$ cat src/rtl/rmii_rx_to_axis.sv
// rmii_rx_to_axis: RMII receive path that strips the preamble and SFD and emits frames as byte-wide AXIS packets.
`timescale 1ns/1ps
module rmii_rx_to_axis #(
  parameter int MIN_PREAMBLE = 8
) (
  input  logic       clk,
  input  logic       sreset,
  input  logic [1:0] rxd,
  input  logic       crs_dv,
  input  logic       rx_er,
  input  logic       rx_axis_tready,
  output logic       rx_axis_tvalid,
  output logic       rx_axis_tlast,
  output logic       rx_axis_tuser,
  output logic [7:0] rx_axis_tdata,
  output logic       overflow
);
  localparam int PW = $clog2(MIN_PREAMBLE + 1);
  localparam logic [PW-1:0] PMAX = PW'(MIN_PREAMBLE);
  typedef enum logic [2:0] {IDLE, PREAMBLE, DATA, DROP, DROP_EOF, DISCARD} state_t;
  state_t state_q, state_d;
  logic [PW-1:0] pre_q, pre_d;
  logic [1:0] p_q, p_d;
  logic [5:0] shift_q, shift_d;
  logic [7:0] pend_q, pend_d, tdata_q, tdata_d, ld_data;
  logic cd0_q, cd0_d, pend_v_q, pend_v_d, err_q, err_d, disc_q, disc_d;
  logic tvalid_q, tvalid_d, tlast_q, tlast_d, tuser_q, tuser_d, ovf_q, ovf_d;
  logic load, ld_last, ld_user, free, eof;
  logic [7:0] byte_w;
  assign free   = !tvalid_q || rx_axis_tready;
  // a frame ends only when carrier is low at both p=0 and p=2 of one byte window
  assign eof    = p_q == 2'd2 && !crs_dv && cd0_q;
  assign byte_w = {rxd, shift_q};
  always_comb begin
    state_d  = state_q;
    pre_d    = pre_q;
    p_d      = p_q;
    shift_d  = shift_q;
    cd0_d    = cd0_q;
    pend_d   = pend_q;
    pend_v_d = pend_v_q;
    err_d    = err_q;
    disc_d   = disc_q;
    ovf_d    = 1'b0;
    load     = 1'b0;
    ld_data  = '0;
    ld_last  = 1'b0;
    ld_user  = 1'b0;
    if (state_q == DATA || state_q == DROP) begin
      p_d     = p_q + 2'd1;
      shift_d = {rxd, shift_q[5:2]};
      cd0_d   = (p_q == 2'd0) ? !crs_dv : cd0_q;
    end
    case (state_q)
      IDLE: if (crs_dv && rxd == 2'b01) begin
        state_d = PREAMBLE;
        pre_d   = PW'(1);
      end
      PREAMBLE: begin
        if (crs_dv && rxd == 2'b01) pre_d = (pre_q == PMAX) ? pre_q : pre_q + 1'b1;
        else if (crs_dv && rxd == 2'b11 && pre_q == PMAX) begin
          state_d = DATA;
          p_d     = 2'd0;
          err_d   = 1'b0;
        end else begin
          state_d = DISCARD;
          disc_d  = 1'b0;
        end
      end
      DATA: begin
        err_d = err_q | rx_er;
        if (eof) begin
          state_d  = IDLE;
          p_d      = 2'd0;
          pend_v_d = 1'b0;
          err_d    = 1'b0;
          if (pend_v_q && free) begin
            load    = 1'b1;
            ld_data = pend_q;
            ld_last = 1'b1;
            ld_user = err_q | rx_er;
          end else if (pend_v_q) begin
            ovf_d   = 1'b1;
            state_d = DROP_EOF;
          end
        end else if (p_q == 2'd3) begin
          pend_d   = byte_w;
          pend_v_d = 1'b1;
          if (pend_v_q && free) begin
            load    = 1'b1;
            ld_data = pend_q;
          end else if (pend_v_q) begin
            ovf_d    = 1'b1;
            pend_v_d = 1'b0;
            state_d  = DROP;
          end
        end
      end
      DROP: state_d = eof ? DROP_EOF : DROP;
      DROP_EOF: if (free) begin
        load    = 1'b1;
        ld_last = 1'b1;
        ld_user = 1'b1;
        err_d   = 1'b0;
        state_d = IDLE;
      end
      DISCARD: begin
        disc_d  = !crs_dv;
        state_d = (!crs_dv && disc_q) ? IDLE : DISCARD;
      end
      default: state_d = IDLE;
    endcase
    tvalid_d = load | (tvalid_q & !rx_axis_tready);
    tdata_d  = load ? ld_data : rx_axis_tready ? 8'h00 : tdata_q;
    tlast_d  = load ? ld_last : rx_axis_tready ? 1'b0 : tlast_q;
    tuser_d  = load ? ld_user : rx_axis_tready ? 1'b0 : tuser_q;
  end
  always_ff @(posedge clk) begin
    if (sreset) begin
      state_q  <= IDLE;
      pre_q    <= '0;
      p_q      <= '0;
      shift_q  <= '0;
      cd0_q    <= 1'b0;
      pend_q   <= '0;
      pend_v_q <= 1'b0;
      err_q    <= 1'b0;
      disc_q   <= 1'b0;
      tvalid_q <= 1'b0;
      tdata_q  <= '0;
      tlast_q  <= 1'b0;
      tuser_q  <= 1'b0;
      ovf_q    <= 1'b0;
    end else begin
      state_q  <= state_d;
      pre_q    <= pre_d;
      p_q      <= p_d;
      shift_q  <= shift_d;
      cd0_q    <= cd0_d;
      pend_q   <= pend_d;
      pend_v_q <= pend_v_d;
      err_q    <= err_d;
      disc_q   <= disc_d;
      tvalid_q <= tvalid_d;
      tdata_q  <= tdata_d;
      tlast_q  <= tlast_d;
      tuser_q  <= tuser_d;
      ovf_q    <= ovf_d;
    end
  end
  assign rx_axis_tvalid = tvalid_q;
  assign rx_axis_tdata  = tdata_q;
  assign rx_axis_tlast  = tlast_q;
  assign rx_axis_tuser  = tuser_q;
  assign overflow       = ovf_q;
endmodule

$ cat config.mk
export PLATFORM = sky130hd
export DESIGN_NAME = rmii_rx_to_axis
export DESIGN_NICKNAME = d
export VERILOG_FILES = /design/src/rtl/rmii_rx_to_axis.sv
export SDC_FILE = /design/constraint.sdc
export NUM_CORES = 1
export LEC_CHECK = 0
export BUFFER_PORTS_ARGS = -buffer_cell sky130_fd_sc_hd__buf_2
export CAP_MARGIN = 30
export CORE_MARGIN = 2
export CORE_UTILIZATION = 40
export CTS_BUF_LIST = sky130_fd_sc_hd__clkbuf_8
export DETAILED_ROUTE_END_ITERATION = 10
export HOLD_SLACK_MARGIN = 0.15
export REMOVE_ABC_BUFFERS = 1
export SYNTH_ARGS = -nofsm -noshare
export SYNTH_HDL_FRONTEND = slang
export SYNTH_SLANG_ARGS = --single-unit
$ cat constraint.sdc
create_clock -name clk -period 2 [get_ports clk]
set_input_delay 0.1 -clock clk [delete_from_list [all_inputs] [get_ports clk]]
set_output_delay 0.1 -clock clk [all_outputs]
set_load 0.005 [all_outputs]
==> summary.md <==
| Metric | Value |
|---|---|
| Dpl hpwl | `about 2.6 mm` |
| Synth unique cells | `45` |
| Routed len/inst | `13.4 um` |
| Vias after detailed routing | `1,426` |
| Critical Path AT | `between 1.5 and 2 ns` |
| Pre-CTS worst setup slack | `0.324 ns` |
| M1 GR Usage | `between 20% and 30%` |
| Syn-to-layout area delta | `16.9%` |
| Global route overflow | `0` |
| Total I/O pin count | `19` |
| Syn Inst Count | `196` |
| LEAKAGE | `0.866 nW` |
| Worst slew pin tran | `around 0.37 ns` |
| Final Hold Viols | `0` |
| Fin Setup TNS | `0 ns` |
| Fin crit share | `84.4%` |
| Synth warn | `0` |
| Power Density | `719 mW/mm2` |
| First drt pass iteration count | `4` |
| Vias/cell | `roughly 5.2` |
| Initial antenna violation count | `0` |
| Slew headroom | `75.2%` |
| Cts repair resizes | `0` |
| Starting Density | `a little over two fifths` |
| Cts bufs inserted | `5` |
| CP Launch Type | `flip-flop` |
| DRT antenna net count | `0` |
| Critical setup path kind | `flip-flop to flip-flop` |
| Worst Hold Class | `input port to flip-flop` |
| Mapped Area | `0.00181 mm2` |
| Final wirelength | `3.71 mm` |
| Postcts setup bufs | `0` |
| Initial DRC Count | `67` |
| Worst skew pair latency | `between 0.2 and 0.3 ns` |
| Asr flop ratio synth | `0%` |
| Crit-path max FO | `9` |
| CTS sink cnt | `39` |
| Worst Path Required | `2.19 ns` |
| RSZ-0062 raised after global routing | `false` |
| CTS max path bufs | `2` |
| Crit-path max cell delay | `0.46 ns` |
| Clock root buffer | `clkbuf_8` |
| Top_reg_cell synth | `dfxtp_1` |
| Die Ht | `71.3 um` |
| Status | `finished, final reports clean` |
| VDD IR max | `0.292 mV` |
| Buffers plus inverters on the worst setup path | `0` |
| Final setup fails | `0` |
| GR peak layer | `met2` |
| H-tree levels | `2` |
| Routability congestion estimate | `0.734` |
| Layout cells sized above 1 | `around 18%` |
| Min Clock Period, post-route | `1.69 ns` |
| Slowest stage cell, crit path | `or3b_1` |
| Largest net degree at the start of global routing | `17` |
| #FFs+latches synth | `39` |
| Top cell type's share of synthesized area | `a little over two fifths` |
| Post-route DRC violation count | `0` |
| IO Port Bufs | `18` |
| Max Slew Vio Count | `0` |
| Crit path max-delay family | `simple AND/OR/NAND/NOR gates` |
| Fin worst setup slack | `0.313 ns` |
| Met2 GRT Util | `23.1%` |
| Total GRT Usage | `about 16%` |
| Most common cell after layout, fill and taps aside | `dfxtp_1` |
| Clk slew on worst S/H paths | `~0.08 ns` |
| Max Fclk | `0.593 GHz` |
| Most frequent cells in the layout | `dfxtp_1, nand2_1, a21oi_1, buf_2, nor2_1` |
| CTS tree | `done` |
| Worst-path cell chain | `or3b_1 -> nand2b_4 -> o211a_1 -> a22o_1` |
| Fin nets | `~240` |
| Number of synthesized flops with an enable pin | `0` |
| Die area | `0.00508 mm2` |
| Max-cap violations | `0` |
| Number of fillers in the final layout | `~400` |
| Mean Syn Cell Area | `approximately 9.2 um2` |
| Global-route wire length before repair | `between 6 and 7 mm` |
| Number of global-route vias before repair | `1,319` |
| GR Layer Usage met3 | `4.22%` |
| Synth top area cells | `dfxtp_1, a21oi_1, mux2i_1` |
| Synth area leader | `dfxtp_1` |
| Core Footprint | `0.00435 mm2` |
| Row count | `24` |
| Diodes inserted | `0` |
| Nature of the critical path endpoint | `flip-flop` |
| Total Power | `1.52 mW` |
| Seq/Total Area, Yosys | `43.1%` |
| Die width | `71.3 um` |
| Clk_skew | `0.00327 ns` |
registers in the layout, indices dropped and copies added, names as in the netlist:
name / flops
pre_q: 4
rx_axis_tvalid: 1
shift_q: 6
pend_v_q: 1
pend_q: 8
disc_q: 1
rx_axis_tdata: 8
rx_axis_tuser: 1
state_q: 3
overflow: 1
err_q: 1
p_q: 2
cd0_q: 1
rx_axis_tlast: 1
layout make-up:
class / count / area (um2) / area share (%)
inverter: 8 / 30.0 / 1.42
multi-input combinational: 138 / 930 / 43.9
timing repair buffer: 31 / 200 / 9.45
clock buffer: 5 / 68.8 / 3.25
sequential: 39 / 781 / 36.9
clock inverter: 3 / 43.8 / 2.07
tap: 52 / 65.1 / 3.07
what timing repair did:
action / CTS / global route
hold endpoints to repair: 7 / 0
hold buffers: 5 / 0
endpoints found under the setup margin: 0 / 0
final timing paths:
check                  start                to  slack (ns)  cells after the start
setup / recovery  state_q[0]  rx_axis_tdata[6]        0.31                      4
hold / removal        sreset         pend_q[5]        0.18                      2
setup reg to reg  state_q[0]  rx_axis_tdata[6]        0.31                      4
hold reg to reg   shift_q[1]        shift_q[1]        0.46                      2
cells in the mapped netlist (2+ instances only):
cell type	number
ha_1	5
o21a_1	3
nand3b_1	4
dfxtp_1	39
nand2_1	21
and3b_1	2
clkbuf_1	4
a21oi_1	20
buf_2	3
o21ai_0	4
buf_6	3
o31ai_1	2
and3_1	2
nor2_1	16
a211oi_1	2
nand2b_1	3
o211ai_1	5
mux2i_1	9
nor2b_1	4
a22o_1	8
inv_1	8
nand3_1	6
metrics by stage:
| step | utilization (%) | hold slack [ns] | std cells | cell area [um2] |
|---|---|---|---|---|
| 2_1_floorplan | - | 0.169 | 185 | 1740 |
| 3_3_place_gp | 44.9 | 0.404 | 263 | 1960 |
| 3_5_place_dp | 44.9 | 0.400 | 263 | 1960 |
| 4_1_cts | 48.6 | 0.184 | 276 | 2120 |
| 5_1_grt | 48.6 | 0.197 | 276 | 2120 |
| 6_report | 48.6 | 0.182 | 276 | 2120 |
where the power goes:
| part | switching, mW | internal (mW) |
|---|---|---|
| logic | 0.0416 | 0.0322 |
| registers | 0.00590 | 0.779 |
| clock network | 0.292 | 0.371 |
| total | 0.340 | 1.18 |
routing by layer:
metal | wire length, um | share of wire [%] | vias to the layer above
met5 | 0 | 0 | -
met4 | 59 | 1.6 | 0
met3 | 128 | 3.5 | 7
met2 | 1580 | 43 | 22
met1 | 1940 | 52 | 642
li1 | - | - | 755
worst reg2reg max path, stage by stage (launching register included):
cell and delay, ns:
dfxtp_1 0.42, or3b_1 0.46, nand2b_4 0.18, o211a_1 0.25
a22o_1 0.27
cells by family after synthesis:
family	Yosys count	synth area share, %
buffers and inverters	19	5.59
flip-flops	39	43.1
multiplexers	10	5.59
AO/OA/AOI/OAI	53	19.8
AND/OR/NAND/NOR	70	22.4
adder cells (fa/ha/maj)	5	3.45
No activity file was read; power rests on OpenSTA's default activity.
